## config.mk

```make
export PLATFORM = sky130hd
export DESIGN_NAME = pulse_seq_ctrl
export DESIGN_NICKNAME = d
export VERILOG_FILES = /design/src/rtl/pulse_seq_pkg.sv /design/src/rtl/pulse_seq_timer.sv /design/src/rtl/pulse_seq_ctrl.sv
export SDC_FILE = /design/constraint.sdc
export NUM_CORES = 1
export LEC_CHECK = 0
export CAP_MARGIN = 20
export CORE_MARGIN = 3
export CORE_UTILIZATION = 38
export CTS_CLUSTER_DIAMETER = 60
export DETAILED_ROUTE_END_ITERATION = 8
export RECOVER_POWER = 100
export REMOVE_ABC_BUFFERS = 1
export SYNTH_ARGS = -nofsm -noshare
export SYNTH_HDL_FRONTEND = slang
export SYNTH_HIERARCHICAL = 1
export SYNTH_SLANG_ARGS = --single-unit
```

## constraint.sdc

```tcl
create_clock -name CLK -period 5.53 [get_ports CLK]
set_clock_uncertainty 0.05 [all_clocks]
set_input_delay 1.106 -clock CLK [delete_from_list [all_inputs] [get_ports CLK]]
set_output_delay 1.106 -clock CLK [all_outputs]
set_load 0.02 [all_outputs]
```

## src/rtl/pulse_seq_pkg.sv

```systemverilog
// Shared types and defaults for the pulse sequencer (pulse_seq_ctrl and its timer).
package pulse_seq_pkg;

    localparam int unsigned CNT_W_DEF = 16;
    localparam int unsigned REP_W_DEF = 8;

    // ST_ prefix keeps ST_DONE distinct from the DONE port of the top module.
    typedef enum logic [2:0] {
        ST_IDLE,
        ST_DELAY,
        ST_ACTIVE,
        ST_GAP,
        ST_DONE
    } state_t;

    typedef struct packed {
        logic [CNT_W_DEF-1:0] delay;
        logic [CNT_W_DEF-1:0] width;
        logic [CNT_W_DEF-1:0] gap;
        logic [REP_W_DEF-1:0] rep;
        logic                 ptype;
    } pulse_cmd_t;

endpackage

```

## src/rtl/pulse_seq_timer.sv

```systemverilog
// Loadable down counter shared by the DELAY/ACTIVE/GAP phases; holds at zero.
module pulse_seq_timer #(
    parameter int unsigned CNT_W = 16
) (
    input  logic             clk,
    input  logic             rst,
    input  logic             load,
    input  logic             en,
    input  logic [CNT_W-1:0] load_val,
    output logic             zero
);

    logic [CNT_W-1:0] cnt;

    always_ff @(posedge clk or posedge rst) begin
        if (rst) begin
            cnt <= '0;
        end else if (load) begin
            cnt <= load_val;
        end else if (en && (cnt != '0)) begin
            cnt <= cnt - CNT_W'(1);
        end
    end

    assign zero = (cnt == '0);

endmodule

```

## src/rtl/pulse_seq_ctrl.sv

```systemverilog
// Command-driven pulse-train sequencer. Optional ABORT port enabled by `define PULSE_SEQ_ABORT_EN.
module pulse_seq_ctrl #(
    parameter int unsigned CNT_W = pulse_seq_pkg::CNT_W_DEF,
    parameter int unsigned REP_W = pulse_seq_pkg::REP_W_DEF
) (
    input  logic             CLK,
    input  logic             RESET,
    input  logic             CMD_VALID,
    output logic             CMD_READY,
    input  logic [CNT_W-1:0] CMD_DELAY,
    input  logic [CNT_W-1:0] CMD_WIDTH,
    input  logic [CNT_W-1:0] CMD_GAP,
    input  logic [REP_W-1:0] CMD_REPEAT,
    input  logic             CMD_TYPE,
    output logic             PULSE,
    output logic             BUSY,
    output logic             DONE,
    output logic [REP_W:0]   PULSE_CNT
`ifdef PULSE_SEQ_ABORT_EN
   ,input  logic             ABORT
`endif
);

    import pulse_seq_pkg::*;

    state_t           state;
    logic [CNT_W-1:0] width_r;
    logic [CNT_W-1:0] gap_m1;
    logic [REP_W-1:0] rep_left;
    logic             type_r;
    logic             act_entry;

    logic             accept;
    logic             abort_now;
    logic             t_load;
    logic [CNT_W-1:0] t_val;
    logic             t_zero;
    logic             t_en;

    assign accept = CMD_VALID && CMD_READY;
    assign t_en   = (state != ST_IDLE);

`ifdef PULSE_SEQ_ABORT_EN
    assign abort_now = ABORT &&
                       ((state == ST_DELAY) || (state == ST_ACTIVE) || (state == ST_GAP));
`else
    assign abort_now = 1'b0;
`endif

    always_comb begin
        t_load = 1'b0;
        t_val  = '0;
        unique case (state)
            ST_IDLE: begin
                if (accept) begin
                    t_load = 1'b1;
                    t_val  = (CMD_DELAY != '0) ? CMD_DELAY - CNT_W'(1)
                                               : CMD_WIDTH - CNT_W'(1);
                end
            end
            ST_DELAY, ST_GAP: begin
                if (t_zero) begin
                    t_load = 1'b1;
                    t_val  = width_r - CNT_W'(1);
                end
            end
            ST_ACTIVE: begin
                if (t_zero && (rep_left != '0)) begin
                    t_load = 1'b1;
                    t_val  = gap_m1;
                end
            end
            default: ;
        endcase
    end

    pulse_seq_timer #(
        .CNT_W(CNT_W)
    ) u_timer (
        .clk     (CLK),
        .rst     (RESET),
        .load    (t_load),
        .en      (t_en),
        .load_val(t_val),
        .zero    (t_zero)
    );

    // PULSE and PULSE_CNT follow the state by one edge, so the visible
    // pulse spans exactly the cycles after each ACTIVE state cycle.
    always_ff @(posedge CLK or posedge RESET) begin
        if (RESET) begin
            state     <= ST_IDLE;
            PULSE     <= 1'b0;
            type_r    <= 1'b1;
            BUSY      <= 1'b0;
            DONE      <= 1'b0;
            CMD_READY <= 1'b0;
            PULSE_CNT <= '0;
            width_r   <= '0;
            gap_m1    <= '0;
            rep_left  <= '0;
            act_entry <= 1'b0;
        end else begin
            DONE      <= 1'b0;
            act_entry <= 1'b0;
            PULSE     <= ((state == ST_ACTIVE) && !abort_now) ? type_r : ~type_r;
            if (act_entry && !abort_now) begin
                PULSE_CNT <= PULSE_CNT + (REP_W+1)'(1);
            end

            unique case (state)
                ST_IDLE: begin
                    CMD_READY <= 1'b1;
                    if (accept) begin
                        width_r   <= CMD_WIDTH;
                        gap_m1    <= (CMD_GAP == '0) ? '0 : CMD_GAP - CNT_W'(1);
                        rep_left  <= CMD_REPEAT;
                        type_r    <= CMD_TYPE;
                        PULSE     <= ~CMD_TYPE;
                        CMD_READY <= 1'b0;
                        BUSY      <= 1'b1;
                        PULSE_CNT <= '0;
                        if (CMD_WIDTH == '0) begin
                            state <= ST_DONE;
                        end else if (CMD_DELAY == '0) begin
                            state     <= ST_ACTIVE;
                            act_entry <= 1'b1;
                        end else begin
                            state <= ST_DELAY;
                        end
                    end
                end
                ST_DELAY, ST_GAP: begin
                    if (t_zero) begin
                        state     <= ST_ACTIVE;
                        act_entry <= 1'b1;
                    end
                end
                ST_ACTIVE: begin
                    if (t_zero) begin
                        if (rep_left != '0) begin
                            state    <= ST_GAP;
                            rep_left <= rep_left - REP_W'(1);
                        end else begin
                            state <= ST_DONE;
                        end
                    end
                end
                ST_DONE: begin
                    state     <= ST_IDLE;
                    DONE      <= 1'b1;
                    BUSY      <= 1'b0;
                    CMD_READY <= 1'b1;
                end
                default: state <= ST_IDLE;
            endcase

            if (abort_now) begin
                state     <= ST_DONE;
                act_entry <= 1'b0;
            end
        end
    end

endmodule

```

Word-level counts from Yosys, hierarchy flattened. Cells that the tools add are included. Widths: inputs -> output; s select.

Flip-flop bits (word level): 74. Bits of input ports: 60. Output and inout port bits: 13. Logic and storage cells: 87.

Equal/unequal tests: 8. Multiplexer cells: 38. Reduce and logical (&&, ||, !) cells: 20. Add/sub/neg operators: 7. Bitwise logic cells: 2.

Operators with widths (number): $mux 16 (7); $sub 16x1->16 const B (5); $logic_not 16->1 (4); $pmux 16 s3 (1); $reduce_bool 16->1 (2); $mux 9 (3); $mux 8 (3); $pmux 8 s2 (1); $mux 3 (5); $mux 1 (12); $add 9x1->9 const B (1); $pmux 3 s3 (1); $ne 2x2->1 const B (4); $reduce_bool 8->1 (1); $sub 8x1->8 const B (1); $eq 3x2->1 const B (2); $pmux 1 s2 (3); $reduce_bool 2->1 (3); $reduce_and 2->1 (2); $reduce_and 4->1 (1); $eq 3x1->1 const B (1); $eq 3x3->1 const B (1); $logic_and 1x1->1 (3); $logic_not 3->1 (1); 6 further kinds (7).

Depth between registers and ports, before layout.
Depth in word-level cells: 5. Depth in mapped cells: 14. Gate-level depth less buffers: 13.

Hierarchy. The synthesis kept the hierarchy.

Modules (own cells, without submodules): pulse_seq_ctrl (instances 1, sequential area each 1452.6 um2, area an instance 3842.4 um2, cells an instance 478); pulse_seq_timer (instances 1, sequential area each 400.4 um2, area an instance 1057.3 um2, cells an instance 123).

Worst setup path before layout. Ideal clock, no wire load.

Kind: input to register. From: input CMD_DELAY[11]. To: register u_timer.cnt[10]. Required time: 5.338 ns. Buffers on the path: 1. Arrival time: 3.211 ns. Stages: 13. Slack: 2.127 ns. Library setup time: 0.142 ns. Cells stage by stage: nor3_1 nand4_2 nor2_4 buf_6 a21oi_1 ha_1 nand2b_1 or3_4 or2_4 nor3_1 or3_1 nor2_1 a31oi_1.

Word-level cells in the longest chain between the ends: 5.

Ends and longest elaborated chain: start: declaration (line pulse_seq_ctrl.sv:10) `input logic [CNT_W-1:0] CMD_DELAY,`; $reduce_bool 16->1 (line pulse_seq_ctrl.sv:57) `t_val = (CMD_DELAY != '0) ? CMD_DELAY - CNT_W'(1)`; $mux 16 (line pulse_seq_ctrl.sv:57); $mux 16 (line pulse_seq_ctrl.sv:55) `if (accept) begin`; $pmux 16 s3 (line pulse_seq_ctrl.sv:53) `unique case (state)`; via t_val[10] (line pulse_seq_ctrl.sv:36) `logic [CNT_W-1:0] t_val;`; $mux 16 (line pulse_seq_timer.sv:18) `end else if (load) begin`; end signal: assignment (line pulse_seq_timer.sv:19) `cnt <= load_val;`; end signal: assignment (line pulse_seq_timer.sv:21) `cnt <= cnt - CNT_W'(1);`; end: declaration (line pulse_seq_timer.sv:13) `logic [CNT_W-1:0] cnt;`.

The timed path passes the listed nets, and every way through them passes these cells. A chain may end at the register's enable or synchronous reset.

Final worst setup path.
From: input CMD_DELAY[11]. To: register u_timer.cnt[12].

Word-level cells in the longest chain between the ends: 5. Elaborated cells on any way between the ends: 6. Classes of those cells: add/sub: 1; mux: 4; reduce/logical: 1.

Ends and longest elaborated chain (line): $sub 16x1->16 / $reduce_bool 16->1 (equally long branches) (pulse_seq_ctrl.sv:57); $mux 16 * (pulse_seq_ctrl.sv:57); $mux 16 * (pulse_seq_ctrl.sv:55); $pmux 16 s3 * (pulse_seq_ctrl.sv:53); via t_val[12] (pulse_seq_ctrl.sv:36); $mux 16 * (pulse_seq_timer.sv:18).

The timed path passes the listed nets; every way through them passes the cells marked *.

==> flow_summary.json <==
{
  "synth_top_area_cell": "dfrtp_1",
  "ys_warn_count": 6,
  "yosys-top-cells-area": "dfrtp_1 (37%), nand2_1 (8.3%), o21ai_0 (4.8%), xnor2_1 (4.5%), nor2_1 (4.4%)",
  "r2r-start": "state[2]",
  "place_congestion": 0.947,
  "max-clock-path-buffers": 2,
  "synthTopCellsByCount": "nand2_1 (108), dfrtp_1 (73), nor2_1 (58), o21ai_0 (47)",
  "synth_cell_types": 73,
  "r2r_cells": 5,
  "nets": 734,
  "ant_nets": 0,
  "hold_path_depth": 2,
  "startpoint_type": "primary input",
  "drc": 0,
  "synth_edf_count": 0,
  "cts_setup_buffers": 0,
  "clock.fmax_ghz": 0.240,
  "dieHeight_um": 120,
  "vias": 4658,
  "fillers": 1245,
  "outcome": "finished, violations left",
  "portBuffers": 72,
  "max_slew_margin_pct": -50.2,
  "min_from": "type_r",
  "drt_iter0_markers": 371,
  "cts_resized": 0,
  "htreeDepth": 3,
  "required_ps": 5690,
  "hold_class": "reg2reg",
  "n_antenna_cell": 0,
  "rr_endpoint": "gap_m1[1]",
  "synthMostInstantiatedCell": "nand2_1",
  "ys.flop_type": "dfrtp_1",
  "avgSynthCellArea_um2": 8.15,
  "leakagePower_nw": 2.42,
  "ys_ff_latch": 74,
  "grt.total_usage_pct": 19.9,
  "first_global_vias": 4553,
  "fin_area_um2": 6050,
  "place_inst": 824,
  "rows": 40,
  "finalHoldViolations": 0,
  "tightest_slew_ps": 2250,
  "grt_max_degree": 52,
  "cts_tree": "built",
  "slew_viol_final": 127,
  "hold_path_end": "type_r",
  "netlist.area_leader.share_pct": 37.3,
  "final_layout_size_suffix_gt1_share_pct": 5.20,
  "yosysSeqAreaShare_pct": 37.8,
  "grt-ovfl-total": 0,
  "core_um2": 12300,
  "powerDensity_nw_per_um2": 204,
  "violations": "capacitance limit, slew limit",
  "fin_tns_setup_ps": 0,
  "die_x_um": 120,
  "cts-root-buf": "clkbuf_16",
  "ios": 73,
  "clock_latency_ps": 340,
  "finalSetupViolCount": 0,
  "antenna_found_initial": 0,
  "syn_to_final_growth_pct": 23.4,
  "clock-sinks": 74,
  "r2r_setup_slack_ps": 1860,
  "wl_per_cell_um": 16.5,
  "cp.arrival_ps": 4330,
  "cap_viol_max_count": 3,
  "drt-total-wl_mm": 13.9,
  "rsz0062_at_grt": "no",
  "cts_buffers": 9,
  "synth_area_um2": 4900,
  "fin_cells": 841,
  "endpoint_kind": "flip-flop",
  "max-vdd-ir-drop_v": 0.000128,
  "period_share_pct": 75.4,
  "path_clk_slew_ps": 60,
  "place_area_um2": 5780,
  "drt_first_pass_iters": 5,
  "dp_hpwl_mm": 10.5,
  "crit_path_max_fanout": 19,
  "drt-vias-per-instance": 5.54,
  "min_period_ps": 4170,
  "dieArea_um2": 14300,
  "initial_core_util_pct": 39.8,
  "grt_first_pass_wirelength_mm": 23.0,
  "postLayoutCoreUtil_pct": 49.1,
  "ys_async_sr_fraction_pct": 100,
  "critPathKind": "in2reg",
  "cts_hold_buf": 0,
  "synthCells": 601
}
-- cell type report --
class | count | area [um^2] | area share (%)
well taps | 168 | 210 | 3.48
inverters | 22 | 82.6 | 1.37
flip-flops and latches | 74 | 1850 | 30.6
multi-input cells | 483 | 2850 | 47.1
repair buffers | 78 | 754 | 12.5
clock inverters | 4 | 51.3 | 0.848
clock buffers | 12 | 246 | 4.08
-- routing by layer --
layer / part of all wire (%) / GRT usage [%]
met4: 2.4 / 7.80
met5: 0 / 0
met3: 4.4 / 2.69
met2: 46 / 31.5
met1: 47 / 27.6
-- state kept, by name (all words and copies together) (netlist names) --
name / flops
gap_m1: 16
PULSE_CNT: 9
type_r: 1
width_r: 16
DONE: 1
BUSY: 1
rep_left: 8
PULSE: 1
u_timer/cnt: 16
state: 3
CMD_READY: 1
act_entry: 1
-- worst max path at each step --
stage / startpoint / endpoint / slack [ps]
6_report: CMD_DELAY[11] / u_timer/cnt[12] / 1360
2_1_floorplan: CMD_DELAY[11] / u_timer/cnt[10] / 2090
5_1_grt: RESET / width_r[1] / 950
4_1_cts: CMD_DELAY[11] / u_timer/cnt[10] / 1600
3_3_place_gp: CMD_DELAY[11] / u_timer/cnt[10] / 1290
3_5_place_dp: CMD_DELAY[6] / u_timer/cnt[12] / 1250
-- through the flow --
stage | power, mW | hold slack (ps) | setup slack [ps]
floorplan | 0.585 | 390 | 2090
global placement | 0.654 | 398 | 1290
detailed placement | 0.654 | 406 | 1250
CTS | 1.25 | 415 | 1600
global route | 1.28 | 438 | 955
finish | 1.23 | 413 | 1360
-- worst max-delay path, cell delays in order --
cell and delay, ps:
clkdlybuf4s50_1 560, nor3_1 130, nand4_1 320, nor2_4 30, buf_4 210, a21oi_1 210
ha_1 220, nand2b_1 110, or3_4 350, or2_4 250, nor4_1 290, xor2_1 180
o221ai_1 120, nand2_1 140, o21ai_0 80
-- power breakdown --
part / internal [mW] / total, mW / switching [mW]
sequential: 0.542 / 0.542 / 0
combinational: 0.0512 / 0.101 / 0.0503
clock: 0.362 / 0.591 / 0.229
-- placed cells by master (no fill, tap or decap), types with 4 or more instances in the layout --
cell               n
clkbuf_16          9
xor2_1            23
clkdlybuf4s50_1   55
or4_1              7
nand4_1            7
nor2b_1            4
dlygate4sd3_1     17
nor2_1            60
ha_1               6
nor3b_1            7
nand3_1           12
nor4_1            10
o211ai_1           4
a2bb2oi_1          5
xnor2_1           25
or3_1             10
dfrtp_1           73
o221ai_1          12
nand2_1          108
clkbuf_1           5
a21oi_1           32
a31oi_1            6
o21ai_0           51
nor3_1            32
nand2b_1           6
inv_1             22
-- cell families (layout without fill, tap and decap cells) --
group	Yosys count	after routing	synth area share, %
multiplexers	4	4	0.843
buffers and inverters	44	116	3.60
AND/OR/NAND/NOR	291	291	30.3
adder cells (fa/ha/maj)	6	6	1.53
AO/OA/AOI/OAI	134	134	17.3
XOR/XNOR	48	48	8.58
flip-flops	74	74	37.8
Power figures use the tool's default switching activity.
